$ cat config.mk
export PLATFORM = sky130hd
export DESIGN_NAME = shift_add_mult_ctrl
export DESIGN_NICKNAME = d
export VERILOG_FILES = /design/src/rtl/shift_add_mult_ctrl.sv
export SDC_FILE = /design/constraint.sdc
export NUM_CORES = 1
export LEC_CHECK = 0
export CAP_MARGIN = 20
export CELL_PAD_IN_SITES_DETAIL_PLACEMENT = 0
export CELL_PAD_IN_SITES_GLOBAL_PLACEMENT = 1
export CORE_AREA = 2 2 39 41
export CTS_CLUSTER_DIAMETER = 120
export DETAILED_ROUTE_END_ITERATION = 10
export DIE_AREA = 0 0 41 43
export PLACE_DENSITY = 0.64
export SLEW_MARGIN = 20
export SYNTH_ARGS = -nofsm -noshare
export SYNTH_HDL_FRONTEND = slang
export SYNTH_SLANG_ARGS = --single-unit
$ cat constraint.sdc
create_clock -name clk -period 1.4 [get_ports clk]
set_input_delay 0.14 -clock clk [delete_from_list [all_inputs] [get_ports clk]]
set_output_delay 0.14 -clock clk [all_outputs]
set_load 0.05 [all_outputs]
$ cat src/rtl/shift_add_mult_ctrl.sv
// Control FSM for a sequential shift-add multiplier: load, then WIDTH add/shift pairs, then done.
// Optional macro MULT_CTRL_DONE_HOLD_EN keeps DONE asserted until start is released (four-phase handshake).
module shift_add_mult_ctrl #(
  parameter int WIDTH = 4,
  parameter int CNT_W = $clog2(WIDTH)
) (
  input  logic             clk,
  input  logic             rst,
  input  logic             start,
  input  logic             q0,
  output logic             ld_a,
  output logic             ld_q,
  output logic             clr_p,
  output logic             ld_p,
  output logic             sh_pq,
  output logic             busy,
  output logic             done,
  output logic [CNT_W-1:0] iter
);

  // Handshake: start is a request sampled only in IDLE; done marks {P,Q} valid.
  // Requests seen while busy or in DONE are dropped, never queued.
  typedef enum logic [2:0] {
    S_IDLE  = 3'd0,
    S_LOAD  = 3'd1,
    S_ADD   = 3'd2,
    S_SHIFT = 3'd3,
    S_DONE  = 3'd4
  } state_t;

  localparam logic [CNT_W-1:0] LAST_ITER = CNT_W'(WIDTH - 1);

  state_t           state, state_nxt;
  logic [CNT_W-1:0] iter_nxt;

  always_ff @(posedge clk or posedge rst) begin
    if (rst) begin
      state <= S_IDLE;
      iter  <= '0;
    end else begin
      state <= state_nxt;
      iter  <= iter_nxt;
    end
  end

  always_comb begin
    state_nxt = state;
    iter_nxt  = iter;
    case (state)
      S_IDLE: begin
        if (start) state_nxt = S_LOAD;
      end
      S_LOAD: begin
        state_nxt = S_ADD;
        iter_nxt  = '0;
      end
      S_ADD: begin
        state_nxt = S_SHIFT;
      end
      S_SHIFT: begin
        if (iter == LAST_ITER) begin
          state_nxt = S_DONE;
          iter_nxt  = '0;
        end else begin
          state_nxt = S_ADD;
          iter_nxt  = iter + CNT_W'(1);
        end
      end
      S_DONE: begin
`ifdef MULT_CTRL_DONE_HOLD_EN
        if (!start) state_nxt = S_IDLE;
`else
        state_nxt = S_IDLE;
`endif
      end
      default: begin
        state_nxt = S_IDLE;
        iter_nxt  = '0;
      end
    endcase
  end

  // ld_p is the only output that looks past the state, gating the add on the multiplier LSB.
  always_comb begin
    ld_a  = 1'b0;
    ld_q  = 1'b0;
    clr_p = 1'b0;
    ld_p  = 1'b0;
    sh_pq = 1'b0;
    busy  = 1'b0;
    done  = 1'b0;
    case (state)
      S_LOAD: begin
        ld_a  = 1'b1;
        ld_q  = 1'b1;
        clr_p = 1'b1;
        busy  = 1'b1;
      end
      S_ADD: begin
        ld_p = q0;
        busy = 1'b1;
      end
      S_SHIFT: begin
        sh_pq = 1'b1;
        busy  = 1'b1;
      end
      S_DONE: begin
        done = 1'b1;
      end
      default: begin
        busy = 1'b0;
      end
    endcase
  end

endmodule

After elaboration in Yosys (flattened, before gate mapping)
Cells that the tools add are included.
Operators by class
  add/subtract/negate cells: 1
  equality and inequality tests: 6
  mux-type cells: 10
  reductions and logical operators: 3
Operators with widths (number)
  $pmux 3 s4: 1
  $eq 3x2->1 const B: 2
  $mux 3: 2
  $reduce_or 3->1: 2
  $mux 1: 5
  $pmux 2 s2: 1
  $eq 3x1->1 const B: 1
  $eq 3x3->1 const B: 1
  $logic_not 3->1: 1
  $add 2x1->2 const B: 1
  $eq 2x2->1 const B: 1
  $mux 2: 1
  $ne 2x2->1 const B: 1
Word-level totals
  bits in registers: 5
  output and inout bits: 9
  word-level logic and storage cells: 22

Depth between registers and ports, before layout
Gate-level depths: netlist (run 1).
  depth after elaboration: 3
  mapped depth: 3
  mapped depth without buffers: 3

Worst setup path after synthesis (run 1)
Ideal clock, no wire load.
  path kind: reg2out
  start: register state[1]
  end: output port ld_a
  data arrival time: 2.086 ns
  slack: -0.826 ns
  cell stages (with the launch flop): 3
  buffers on the path: 1
  cell sequence: dfrtp_1 -> nor3b_1 -> buf_4
Between the ends
  longest elaborated chain between the ends: 2
RTL lines
  start: declaration: RTL line 33  | state_t state, state_nxt;
  start signal: assignment: RTL line 41  | state <= state_nxt;
  $eq 3x1->1
  $mux 1
  end: declaration: RTL line 11  | output logic ld_a,
Every way passes these cells.

Worst setup path after layout (run 1)
  start: register state[2]
  end: output port clr_p
Between the ends
  longest elaborated chain between the ends: 2
RTL lines
  $eq 3x1->1: RTL line 92  | case (state)
  $mux 1: RTL line 92
  end: declaration: RTL line 13  | output logic clr_p,
Every way passes these cells.

==> impl_metrics.yaml, run 1 <==
global_route:
  grt_pass1_vias: 248
  grt_max_degree: 9
  grt_overflow_total: 0
  grt_antenna_before_repair: 0
  grt_pass1_wl_mm: 1.03
  track_usage: 0.0878
pwr:
  total_power_mw: 1.39
  p_leak_nw: 0.234
  p_per_area_nw_per_um2: 2610
  ir_drop_mv: 0.890
synth:
  synthTopCellsByArea: "dfrtp_1, a22o_1, nor3_1"
  synth_top_area_frac: 0.498
  synth.distinct_cells: 13
  yosysSeqAreaShare: 0.498
  synthCells: 25
  synth_fp_nets: 30
  synth.avg_cell_area_sq_um: 10.1
  ys_ff_latch: 5
  yosysWarnings: 0
  netlist_area_sq_um: 251
  synth_top_area_cell: "dfrtp_1"
clock_tree:
  cts_tree: "done"
  clk_pin_slew_worst_paths_ns: 0.05
  htree_levels: 1
  numClockSinks: 5
  ctsHoldBuffers: 0
  clockBufferDepth: 2
  clk_latency_ns: 0.24
  numCtsBuffers: 3
  cts_root_buf: "clkbuf_4"
setup_path:
  cpMaxStageDelayCell: "dfrtp_2"
  r2r_end: "state[1]"
  r2r_cells: 3
  rrSetupSlack_ns: 0.33
  criticalPathCategory: "reg -> out"
  cpPeakStageDelay_ns: 0.45
  crit_required_ns: 1.26
  critPathTopFamily: "flip-flops"
  worst_setup_path_start_kind: "register"
  cp_max_fo: 7
  worstReg2RegStart: "iter[0]"
  crit_chain: "nor3b_4 > buf_4 > buf_12"
  endpoint: "clr_p"
  cp.arrival_ns: 1.20
  end_kind: "primary output"
  cp_num_buf_inv: 2
  worstSetupStartpoint: "state[2]"
  path_depth: 3
sta:
  slew_violations: 0
  fmax_mhz: 747
  setup-violations-final: 0
  min_period_ns: 1.34
  post-route-period-util: 0.957
  slew_headroom: 0.851
  whs_ns: 0.0955
  finClkSkew_ns: 0.000583
  worst_slack_ns: 0.0608
  tightest_slew_ns: 0.222
  grt_setup_unrepaired: "false"
  final_hold_viol_count: 0
cells_and_area:
  fillCellCount: 141
  fin_nets: 47
  syn_to_final_growth_pct: 111
  layout_common_cells: "buf_12, nor2_1, clkbuf_4, clkdlybuf4s50_1, dfrtp_2"
  diodes: 0
  layout-drive-gt1-share: 0.561
  stdcell_area_sq_um: 531
  finalNonFillerCells: 57
  mostFrequentLayoutCell: "buf_12"
die:
  dieArea_sq_um: 1760
  initial_core_util: 0.182
  core_area_sq_um: 1380
  die_w_um: 41
  boundaryPins: 13
  core.rowCount: 14
  die_h_um: 43
place:
  finalWeightedCongestion: 0.590
  pre_cts_ws_ns: 0.223
  dp.cells: 51
  place_area_sq_um: 483
  io_buffers: 12
drt:
  vias: 239
  vias_per_cell: 4.19
  firstDrtPassIters: 2
  wl_per_cell_um: 10.5
  antenna_left: 0
  drc: 0
  finalWirelength_um: 599
  drt_iter0_markers: 5
job:
  maxCapViolCount: 0
status:
  status: "finished, final reports clean"
hold_path:
  hold_path.class: "in -> async"
per-layer routing:
layer  share of wire  track usage  vias up  wire (um)
met5               0            0        -          0
met4               0       0.0600        0          0
met3            0.10       0.0314        0         60
met2            0.47        0.116       13        282
met1            0.43        0.114      110        257
li1                -            -      116          -
Yosys cell counts:
| cell | number |
|---|---|
| ha_1 | 1 |
| and3b_2 | 1 |
| dfrtp_1 | 5 |
| nand2_1 | 1 |
| and3_1 | 1 |
| and2_2 | 2 |
| a21oi_1 | 1 |
| inv_1 | 1 |
| nor2_1 | 4 |
| buf_4 | 2 |
| a22o_1 | 2 |
| nor3b_1 | 1 |
| nor3_1 | 3 |
power breakdown:
part           switching [mW]  leakage (nW)  total, mW  internal [mW]
clock                  0.0618        0.0150      0.170          0.108
sequential             0.0999        0.0572      0.308          0.208
combinational           0.457         0.162      0.907          0.451
total                   0.618         0.234       1.39          0.767
registers in the layout, indices dropped and copies added, names as in the netlist:
| signal | count |
|---|---|
| iter | 2 |
| state | 3 |
cell families (layout without fill, tap and decap cells):
| group | Yosys count | in the layout | synth area share |
|---|---|---|---|
| AND/OR/NAND/NOR | 13 | 13 | 0.289 |
| flip-flops | 5 | 5 | 0.498 |
| AO/OA/AOI/OAI | 3 | 3 | 0.0895 |
| buffers and inverters | 3 | 19 | 0.0746 |
| adder cells (fa/ha/maj) | 1 | 1 | 0.0497 |
through the flow:
stage	util	TNS, ns
after global routing	0.383	0
final	0.383	0
after floorplan	-	-0.0671
after CTS	0.373	0
after detailed placement	0.349	0
after global placement	0.349	0
worst min-delay path by stage:
stage | startpoint | end | depth (start not counted)
floorplan | rst | iter[0] | 1
global placement | rst | iter[1] | 2
detailed placement | rst | iter[0] | 2
CTS | rst | iter[0] | 2
global route | rst | iter[0] | 2
finish | rst | iter[0] | 2
repair_timing:
item | 4_1_cts | 5_1_grt
setup endpoints to repair | 3 | 5
pin swaps | 1 | 0
resized for setup | 0 | 4
buffers inserted | 1 | 1
layout make-up:
class | count | area, sq um | share of cell area
flip-flops and latches | 5 | 129 | 0.243
multi-input cells | 17 | 126 | 0.238
inverters | 1 | 3.75 | 0.00708
well taps | 16 | 20.0 | 0.0377
repair buffers | 14 | 225 | 0.425
clock buffers | 4 | 26.3 | 0.0495
(Power assumes the default switching activity.)
==> run 2, diff against run 1 <==
Clock period 1.4 ns to 1.6 ns, I/O delays scaled along.
==> impl_metrics.yaml, run 2 (same netlist as run 1, synthesis figures left out) <==
die:
  core_area_sq_um: 1380
  initial_core_util: 0.182
  core.rowCount: 14
  die_h_um: 43
  dieArea_sq_um: 1760
  boundaryPins: 13
  die_w_um: 41
sta:
  setup_tns_ns: 0
  whs_ns: 0.119
  tightest_slew_ns: 0.368
  setup-violations-final: 0
  min_period_ns: 1.45
  post-route-period-util: 0.904
  finClkSkew_ns: 0.000218
  slew_headroom: 0.754
  final_hold_viol_count: 0
  fmax_mhz: 691
  grt_setup_unrepaired: "false"
  slew_violations: 0
global_route:
  grt_overflow_total: 0
  grt_pass1_wl_mm: 1.02
  grt_pass1_vias: 244
  grt_max_degree: 9
  grt_antenna_before_repair: 0
  track_usage: 0.0897
cells_and_area:
  largest_registers: "state: 3 flops, iter: 2 flops"
  layout-drive-gt1-share: 0.436
  syn_to_final_growth_pct: 92.5
  diodes: 0
  finalNonFillerCells: 55
  layout_common_cells: "buf_12, dfrtp_1, nor2_1"
  fin_nets: 45
  top_register: "state"
  mostFrequentLayoutCell: "buf_12"
  largest_register_ffs: 3
drt:
  drc: 0
  firstDrtPassIters: 2
  wl_per_cell_um: 10.6
  vias: 223
  drt_iter0_markers: 1
  finalWirelength_um: 584
  vias_per_cell: 4.05
  antenna_left: 0
place:
  dp_hpwl_um: 450
  finalWeightedCongestion: 0.587
  io_buffers: 12
  dp.cells: 51
setup_path:
  cp.arrival_ns: 1.29
  criticalPathCategory: "reg -> out"
  cp_max_fo: 8
  worst_setup_path_start_kind: "register"
  crit_required_ns: 1.44
  end_kind: "primary output"
clock_tree:
  cts_root_buf: "clkbuf_4"
  clockBufferDepth: 2
  clk_latency_ns: 0.24
  cts_tree: "done"
  cts_setup_buffers: 0
  cts_resized: 0
  clk_pin_slew_worst_paths_ns: 0.04
  numClockSinks: 5
  numCtsBuffers: 3
  htree_levels: 1
  ctsHoldBuffers: 0
pwr:
  p_per_area_nw_per_um2: 2300
  p_leak_nw: 0.219
  total_power_mw: 1.12
  ir_drop_mv: 0.861
job:
  maxCapViolCount: 0
hold_path:
  hold_path.class: "in -> async"
status:
  status: "finished, final reports clean"
[run 2: cell count changes in the layout (fill, tap and decap cells not counted)]
cell	delta
buf_12	-2
dfrtp_1	+3
dfrtp_2	-3
nor2_1	+1
nor2_2	-1
[run 2: through the flow]
| step | utilization | worst slack, ns | instance area (sq um) |
|---|---|---|---|
| after detailed placement | 0.331 | 0.403 | 458 |
| after global placement | 0.331 | 0.413 | 458 |
| after CTS | 0.350 | 0.135 | 484 |
| after global routing | 0.350 | 0.0752 | 484 |
| final | 0.350 | 0.154 | 484 |
| after floorplan | - | 0.146 | 268 |
[run 2: critical path, stage by stage (launching register included)]
cell	delay (ns)
dfrtp_1	0.47
nor3b_4	0.39
buf_12	0.19
[run 2: cell type report]
cell class	instances	area (sq um)
Multi-Input combinational cell	17	124
Timing Repair Buffer	12	185
Clock buffer	4	26.3
Fill cell	137	900
Inverter	1	3.75
Sequential cell	5	125
Tap cell	16	20.0
[run 2: where the power goes]
part / internal [mW] / leakage [nW] / switching [mW] / total [mW]
registers: 0.177 / 0.0604 / 0.0711 / 0.248
logic: 0.323 / 0.144 / 0.395 / 0.719
clock network: 0.0944 / 0.0150 / 0.0540 / 0.148
[run 2: metal layers]
metal | track usage | share of wire | vias to the layer above
met5 | 0 | 0 | -
met4 | 0.0600 | 0 | 0
met3 | 0.0314 | 0.12 | 0
met2 | 0.134 | 0.45 | 13
met1 | 0.101 | 0.43 | 98
li1 | - | - | 112
[run 2: final timing paths]
check	from	endpoint	slack [ns]	cells past startpoint
min in group clk	start	state[0]	0.51	3
max in group asynchronous	rst	state[2]	1.31	2
min	rst	iter[1]	0.12	2
max reg2reg	state[2]	iter[1]	0.45	2
min reg2reg	iter[0]	iter[0]	0.56	1
max	state[2]	ld_a	0.15	2
==> run 3, diff against run 2 <==
Settings changed: CAP_MARGIN 20 to 40.
==> results of run 3 <==
Final layout, timing and power as in run 2 (identical DEF).
